===== config.mk =====
export PLATFORM = sky130hd
export DESIGN_NAME = regfile_wb_arbiter
export DESIGN_NICKNAME = d
export VERILOG_FILES = /design/src/rtl/regfile_wb_arbiter.sv
export SDC_FILE = /design/constraint.sdc
export NUM_CORES = 1
export LEC_CHECK = 0
export CORE_AREA = 8 8 143 145
export CTS_CLUSTER_SIZE = 30
export DETAILED_ROUTE_END_ITERATION = 8
export DIE_AREA = 0 0 151 153
export SLEW_MARGIN = 20
export SYNTH_ARGS = -nofsm -noshare
export SYNTH_HDL_FRONTEND = slang
export SYNTH_SLANG_ARGS = --single-unit

===== constraint.sdc =====
create_clock -name clk -period 2.4 [get_ports clk]
set_input_delay 0.48 -clock clk [delete_from_list [all_inputs] [get_ports clk]]
set_output_delay 0.48 -clock clk [all_outputs]
set_load 0.005 [all_outputs]

===== src/rtl/regfile_wb_arbiter.sv =====
// Two-source writeback arbiter for the 32x64 register file write port (we3/wa3/wd3).
// Optional read-port bypass is enabled with `define WBARB_FWD_EN.
module regfile_wb_arbiter #(
  parameter int N   = 64,
  parameter int AW  = 5,
  parameter int XZR = 31
) (
  input  logic          clk,
  input  logic          reset_n,
  input  logic          v0,
  input  logic [AW-1:0] a0,
  input  logic [N-1:0]  d0,
  output logic          r0,
  input  logic          v1,
  input  logic [AW-1:0] a1,
  input  logic [N-1:0]  d1,
  output logic          r1,
  output logic          we3,
  output logic [AW-1:0] wa3,
  output logic [N-1:0]  wd3,
  output logic [1:0]    gnt,
  output logic          busy
`ifdef WBARB_FWD_EN
  ,
  input  logic [AW-1:0] fa1,
  input  logic [AW-1:0] fa2,
  output logic          fh1,
  output logic          fh2,
  output logic [N-1:0]  fd1,
  output logic [N-1:0]  fd2
`endif
);

  localparam logic [AW-1:0] XzrAddr = AW'(XZR);

  logic          full0_q, full0_d, full1_q, full1_d;
  logic          seq0_q, seq0_d, seq1_q, seq1_d;
  logic          rrPtr_q, rrPtr_d;
  logic [AW-1:0] addr0_q, addr0_d, addr1_q, addr1_d;
  logic [N-1:0]  data0_q, data0_d, data1_q, data1_d;

  logic tieSel;
  logic acc0, acc1;
  logic keep0, keep1;

  // Grant looks only at held state, so ready never depends on valid.
  always_comb begin
    gnt    = 2'b00;
    tieSel = 1'b0;
    if (full0_q && full1_q) begin
      if (seq0_q != seq1_q) begin
        gnt = seq0_q ? 2'b01 : 2'b10;
      end else begin
        tieSel = 1'b1;
        gnt    = rrPtr_q ? 2'b10 : 2'b01;
      end
    end else if (full0_q) begin
      gnt = 2'b01;
    end else if (full1_q) begin
      gnt = 2'b10;
    end
  end

  assign r0   = !full0_q || gnt[0];
  assign r1   = !full1_q || gnt[1];
  assign acc0 = v0 && r0;
  assign acc1 = v1 && r1;
  assign busy = full0_q || full1_q;

  always_comb begin
    wa3 = '0;
    wd3 = '0;
    if (gnt[0]) begin
      wa3 = addr0_q;
      wd3 = data0_q;
    end else if (gnt[1]) begin
      wa3 = addr1_q;
      wd3 = data1_q;
    end
  end

  // XZR entries still use their grant cycle but never reach the register file.
  assign we3 = (|gnt) && (wa3 != XzrAddr);

  assign keep0 = full0_q && !gnt[0];
  assign keep1 = full1_q && !gnt[1];

  // A surviving entry becomes older when the other slot takes something new,
  // and loses its age mark once the other slot is emptied.
  always_comb begin
    full0_d = acc0 || keep0;
    full1_d = acc1 || keep1;
    addr0_d = acc0 ? a0 : addr0_q;
    data0_d = acc0 ? d0 : data0_q;
    addr1_d = acc1 ? a1 : addr1_q;
    data1_d = acc1 ? d1 : data1_q;
    seq0_d  = 1'b0;
    seq1_d  = 1'b0;
    if (keep0) seq0_d = acc1 ? 1'b1 : (gnt[1] ? 1'b0 : seq0_q);
    if (keep1) seq1_d = acc0 ? 1'b1 : (gnt[0] ? 1'b0 : seq1_q);
    rrPtr_d = rrPtr_q ^ tieSel;
  end

  always_ff @(posedge clk or negedge reset_n) begin
    if (!reset_n) begin
      full0_q <= 1'b0;
      full1_q <= 1'b0;
      seq0_q  <= 1'b0;
      seq1_q  <= 1'b0;
      rrPtr_q <= 1'b0;
      addr0_q <= '0;
      addr1_q <= '0;
      data0_q <= '0;
      data1_q <= '0;
    end else begin
      full0_q <= full0_d;
      full1_q <= full1_d;
      seq0_q  <= seq0_d;
      seq1_q  <= seq1_d;
      rrPtr_q <= rrPtr_d;
      addr0_q <= addr0_d;
      addr1_q <= addr1_d;
      data0_q <= data0_d;
      data1_q <= data1_d;
    end
  end

`ifdef WBARB_FWD_EN
  // On a double hit the entry that would be written last is the live value.
  logic ch1Newer;
  assign ch1Newer = (seq0_q != seq1_q) ? seq0_q : !rrPtr_q;

  function automatic logic [N:0] fwdLookup(input logic [AW-1:0] fa);
    logic m0, m1;
    m0 = full0_q && (addr0_q == fa) && (fa != XzrAddr);
    m1 = full1_q && (addr1_q == fa) && (fa != XzrAddr);
    if (m1 && (!m0 || ch1Newer)) return {1'b1, data1_q};
    if (m0)                      return {1'b1, data0_q};
    return '0;
  endfunction

  assign {fh1, fd1} = fwdLookup(fa1);
  assign {fh2, fd2} = fwdLookup(fa2);
`endif

endmodule


### Word-level counts from Yosys, hierarchy flattened

Cells that the tools add are included.

| cells by class | value |
|---|---|
| reductions and logical operators | 16 |
| shifts and indexed selects | 0 |
| bitwise logic cells | 1 |
| add/subtract/negate cells | 0 |
| multiplexer cells | 18 |
| order comparisons | 0 |
| multipliers | 0 |
| divide/modulo/power cells | 0 |
| equality and inequality tests | 4 |

Operators with widths:

| kind | number |
|---|---|
| $mux 64 | 2 |
| $mux 2 | 6 |
| $mux 5 | 2 |
| $mux 1 | 8 |
| $logic_and 1x1->1 | 6 |
| $ne 3x3->1 const B | 2 |
| $logic_or 1x1->1 | 5 |
| $ne 5x5->1 const B | 1 |
| $logic_not 1->1 | 4 |
| $reduce_or 2->1 | 1 |
| $ne 1x1->1 | 1 |
| $xor 1x1->1 | 1 |

| storage, ports and cells | value |
|---|---|
| bits in read-only memories | 0 |
| input bits | 142 |
| memories | 0 |
| bits in writable memories | 0 |
| logic and storage cells | 48 |
| output and inout bits | 75 |
| bits in registers | 143 |
| latch bits | 0 |

### Logic depth before layout (Yosys ltp)

| logic depth | value |
|---|---|
| depth after elaboration | 7 |
| depth in mapped cells | 8 |
| gate-level depth less buffers | 4 |

### Least setup slack after synthesis

No wires, ideal clock.

| path | value |
|---|---|
| kind | register -> output |
| start | register seq1_q |
| end | output port wd3[35] |
| path slack | 0.350 ns |
| stages on the path, launching flop included | 7 |
| arrival | 1.570 ns |
| required time | 1.920 ns |
| path buffers | 3 |
| cell sequence | dfrtp_1 > nor2b_2 > buf_6 > a221oi_4 > buf_2 > buf_2 > a22o_1 |

| on the way | value |
|---|---|
| word-level cells in the longest chain between the ends | 5 |

Ends and longest elaborated chain:

| what | line | text |
|---|---|---|
| from (decl) | 37 | `logic seq0_q, seq0_d, seq1_q, seq1_d;` |
| from (signal assigned) | 119 | `seq1_q <= seq1_d;` |
| $ne 1x1->1 * | 51 | `if (seq0_q != seq1_q) begin` |
| $mux 2 * | 51 |  |
| $mux 2 * | 50 | `if (full0_q && full1_q) begin` |
| $mux 64 | 76 | `end else if (gnt[1]) begin` |
| $mux 64 * | 73 | `if (gnt[0]) begin` |
| to (decl) | 20 | `output logic [N-1:0] wd3,` |

Mark *: on every way between the ends. The rest lies on a longest branch, timed or not.

### Worst setup path after layout

| path | value |
|---|---|
| start | register seq0_q |
| end | output port wd3[11] |

| on the way | value |
|---|---|
| word-level cells in the longest chain between the ends | 5 |
| elaborated cells on any way between the ends | 6 |
| classes of those cells | eq/ne: 1; mux: 5 |

Ends and longest elaborated chain:

| what | line | text |
|---|---|---|
| from (decl) | 37 |  |
| from (signal assigned) | 118 | `seq0_q <= seq0_d;` |
| $mux 2 / $ne 1x1->1 (equally long branches) | 52, 51 |  |
| $mux 2 * | 51 |  |
| $mux 2 * | 50 |  |
| $mux 64 | 76 |  |
| $mux 64 * | 73 |  |

Marks and branches as above.

==> impl_summary.md <==
Clocking
The TritonCTS buffer count is 17. Clock tree synthesis found a total of 143 sinks. The tree is rooted in a clkbuf_16. The clock latency on the worst-skew pair is 410 ps.

The clock tree buffer depth is 2. The H-tree was split into 4 levels. The clock transition time at the flip-flop clock pins of the worst setup and hold paths is 60 ps. The clock tree from TritonCTS is done.

Logic synthesis
In the synthesized netlist, the cells that appear most often are 143 x dfrtp_1, 127 x mux2_2, 67 x a22o_1, 20 x buf_2, 10 x mux2_4. When the netlist entered floorplanning its net count stood at 556. After synthesis, the share of cell area in mux cells is 25.65%. The simple-gate share of the synthesized area is 1.492%. By area the synthesized netlist is led by dfrtp_1 58%, mux2_2 23%, a22o_1 9.5%. Of the post-synthesis cell area, the dominant cell type holds 57.67%. The synthesized netlist devotes 0% of its cell area to adder and majority cells. The sequential element share of the synthesized area is 57.67%. Yosys mapped a number of flops with a built-in enable equal to 0. The async set-reset flop share out of synthesis is 100.0%. Yosys printed 0 warnings.

The mean post-synth cell area is 14.99 sq um. In this run the cell area of the synthesized design comes to 0.006205 sq mm. The number of instances in the synthesized netlist is 414.

The most common cell in the netlist is dfrtp_1. The commonest register cell after synthesis is dfrtp_1. The share of the synthesized netlist area taken by xor and xnor gates is 0.1412%. In this run, synthesis produced a sequential element count of 143. The main combinational cell family by area after synthesis is multiplexers. The synthesized design spends more area on one cell type than any other, namely dfrtp_1.

The number of distinct standard cells referenced by the synthesized netlist is 32. The synthesized netlist devotes 11.62% of its cell area to compound gates.

STA
The count of final max-slew check failures was 0. The number of hold violations in the final report was 0. Counting I/O delays and the setup requirement, the final critical path takes 2539 ps. Adding up every negative setup slack in the final design gives -3438 ps. The final critical path takes up 105.8% of the cycle.

Measured against its own limit, the worst slew margin works out to 68.68%. For the pin with the worst max-slew slack, the measured transition is 469.8 ps. Setup repair after global routing could not meet its margin everywhere.

For the final database, setup skew stands at 5.006 ps. The total setup violations reported at the end of the flow is 58. For this run, the top clock speed supported by timing is 393.8 MHz. The final worst slack is -139.2 ps.

Die
The initial utilization of the core area, before any placement, comes to 33.97%. Row generation in the floorplan step produced 50 rows. The die boundary width is 151 microns. The I/O pin count is 217. The core outline area is 0.01827 sq mm. The total die area is 0.02310 sq mm. The die height is 153 microns.

Global route
The initial antenna violation count is 0. The largest net degree at the start of global routing is 50. The first global-routing pass estimated 29.41 mm of wire. Global routing finished with a remaining overflow of 0. In the global route stage, overall resource usage came out at 16.34%. The via count of the first global-routing pass is 5247.

Job
The tool flagged a number of max-cap violations equal to 0.

Layout
In the final design database the tool counted 822 nets. The area added between synthesis and finish is 56.26%. The non-filler instance count after layout is 925. The count of inserted antenna diode cells is 0. The post-route netlist has 45.59% of its cells at a drive strength greater than 1. Cells fill 53.08% of the core in the end.

The layout has 1555 filler cells.

Setup path
The arrival time of data at the critical path endpoint is 2060 ps. The depth of the most critical reg-to-reg path is 7. The data required time at the worst endpoint is 1920 ps.

Traced cell by cell, the critical path runs through buf_6, nor2b_4, a221oi_4, buf_6, buf_12, buf_8, buf_16, a22o_1, buf_2. The worst setup path is captured at an output port. In this run the worst path has a maximum fanout of 7.

The critical setup path kind is reg -> out. The type of element launching the critical path is a flip-flop. In this design, the critical path's most frequently occurring cell is buf_6.

The slowest stage of the critical path belongs to the cell dfrtp_1. The largest single stage delay on the critical path is 400 ps.

Routing
Using the TritonRoute via totals, the vias-per-cell ratio works out to 4.928. The vias after detailed routing is 4558. The number of violations reported at the end of detailed-routing iteration 0 is 193. Dividing the detail-routed wire length by the instance count gives 21.02 microns. The DRC violation count after routing is 0. The number of nets still failing antenna checks after routing is 0. The total wire length is 19.44 mm. The total iterations of the first detailed-routing run is 4.

Place
Input and output buffers added on the ports amount to 216. In this run, placement finished with an instance count of 858. The estimated wirelength of the detail-placed design is 12.66 mm. Routability-driven placement finished with a final weighted congestion of 0.7369.

Power
In this run the static leakage power is 0.004292 uW. The power density over the cells is 1115 mW/mm^2. The worst-case IR drop observed on VDD is 515.5 uV.

Worst hold path
Along the worst hold path, the cell count comes to 1. The type of the worst min-delay path is reg -> reg.

Status
The run finished, with violations left. The final reports fail on setup timing.
-- state kept, by name (all words and copies together) (netlist names) --
name / flops
addr0_q: 5
addr1_q: 5
data0_q: 64
data1_q: 64
full0_q: 1
full1_q: 1
rrPtr_q: 1
seq0_q: 1
seq1_q: 1
-- cell families after synthesis --
group                  Yosys count
AO/OA/AOI/OAI                   78
flip-flops                     143
buffers and inverters           37
XOR/XNOR                         1
multiplexers                   138
AND/OR/NAND/NOR                 17
-- metrics by stage --
stage | cell area, sq um | worst slack (ps) | power (uW) | hold slack, ps
after global placement | 8813 | -42.64 | 7813 | 447.8
after floorplan | 6205 | 350.3 | 5513 | 184.4
after detailed placement | 8813 | -77.94 | 7879 | 455.3
after CTS | 9409 | -153.5 | 10490 | 495.4
final | 9696 | -139.2 | 10810 | 496.1
after global routing | 9696 | -227.8 | 11460 | 514.0
-- worst max-delay path: cells and delay by family, from the launching register on --
kind | cells | cell delay, ps
flops | 1 | 400
simple gates | 1 | 150
compound gates | 2 | 320
buf+inv | 6 | 760
-- routing by layer --
| metal | GRT usage [%] | wire length [microns] |
|---|---|---|
| met1 | 19.49 | 8148 |
| met2 | 26.52 | 9533 |
| met3 | 6.377 | 1584 |
| met4 | 4.998 | 176 |
| met5 | 0 | 0 |
-- power by group --
part           leakage [uW]  total, uW  switching [uW]  internal [uW]
Clock              0.000284       2630             984           1640
Sequential          0.00167       3490             378           3120
Combinational       0.00234       4690            1870           2820
Total               0.00429      10800            3240           7580
-- repair_timing --
action,4_1_cts,5_1_grt
pin swaps,49,19
hold buffers,1,0
resized for setup,308,22
gates cloned,5,8
setup endpoints to repair,74,71
endpoints found under the hold margin,2,0
setup buffers,14,16
-- layout by cell type (no fill, tap or decap), types with 2 or more instances in the layout --
cell,instances
a22o_1,66
buf_12,13
buf_16,5
buf_2,65
buf_4,20
buf_6,20
buf_8,2
bufinv_16,3
clkbuf_16,22
clkbuf_2,2
clkdlybuf4s50_1,141
clkinv_2,4
clkinv_4,2
clkinvlp_4,2
dfrtp_1,143
dlygate4sd2_1,3
inv_1,5
mux2_2,127
mux2_4,10
nand2_1,6
nor2_1,2
o211a_4,2
-- path summary, 6_finish.rpt --
check | startpoint | endpoint | slack (ps)
max in group asynchronous | reset_n | data0_q[57] | 1170
worst max register to register | seq0_q | data0_q[42] | 330
worst min-delay path | data0_q[34] | data0_q[34] | 500
worst min register to register | data0_q[34] | data0_q[34] | 500
worst max-delay path | seq0_q | wd3[11] | -140
min in group asynchronous | reset_n | data1_q[27] | 580
-- final cells by class --
type	instances	area, sq um	area share [%]
Clock buffer	19	442.9	4.568
Multi-Input combinational cell	235	2499	25.77
Sequential cell	143	3578	36.91
Inverter	5	18.77	0.1936
Clock inverter	11	142.6	1.471
Tap cell	234	292.8	3.020
Timing Repair Buffer	278	2721	28.07
Note: power is estimated with default switching activity, not from simulation.
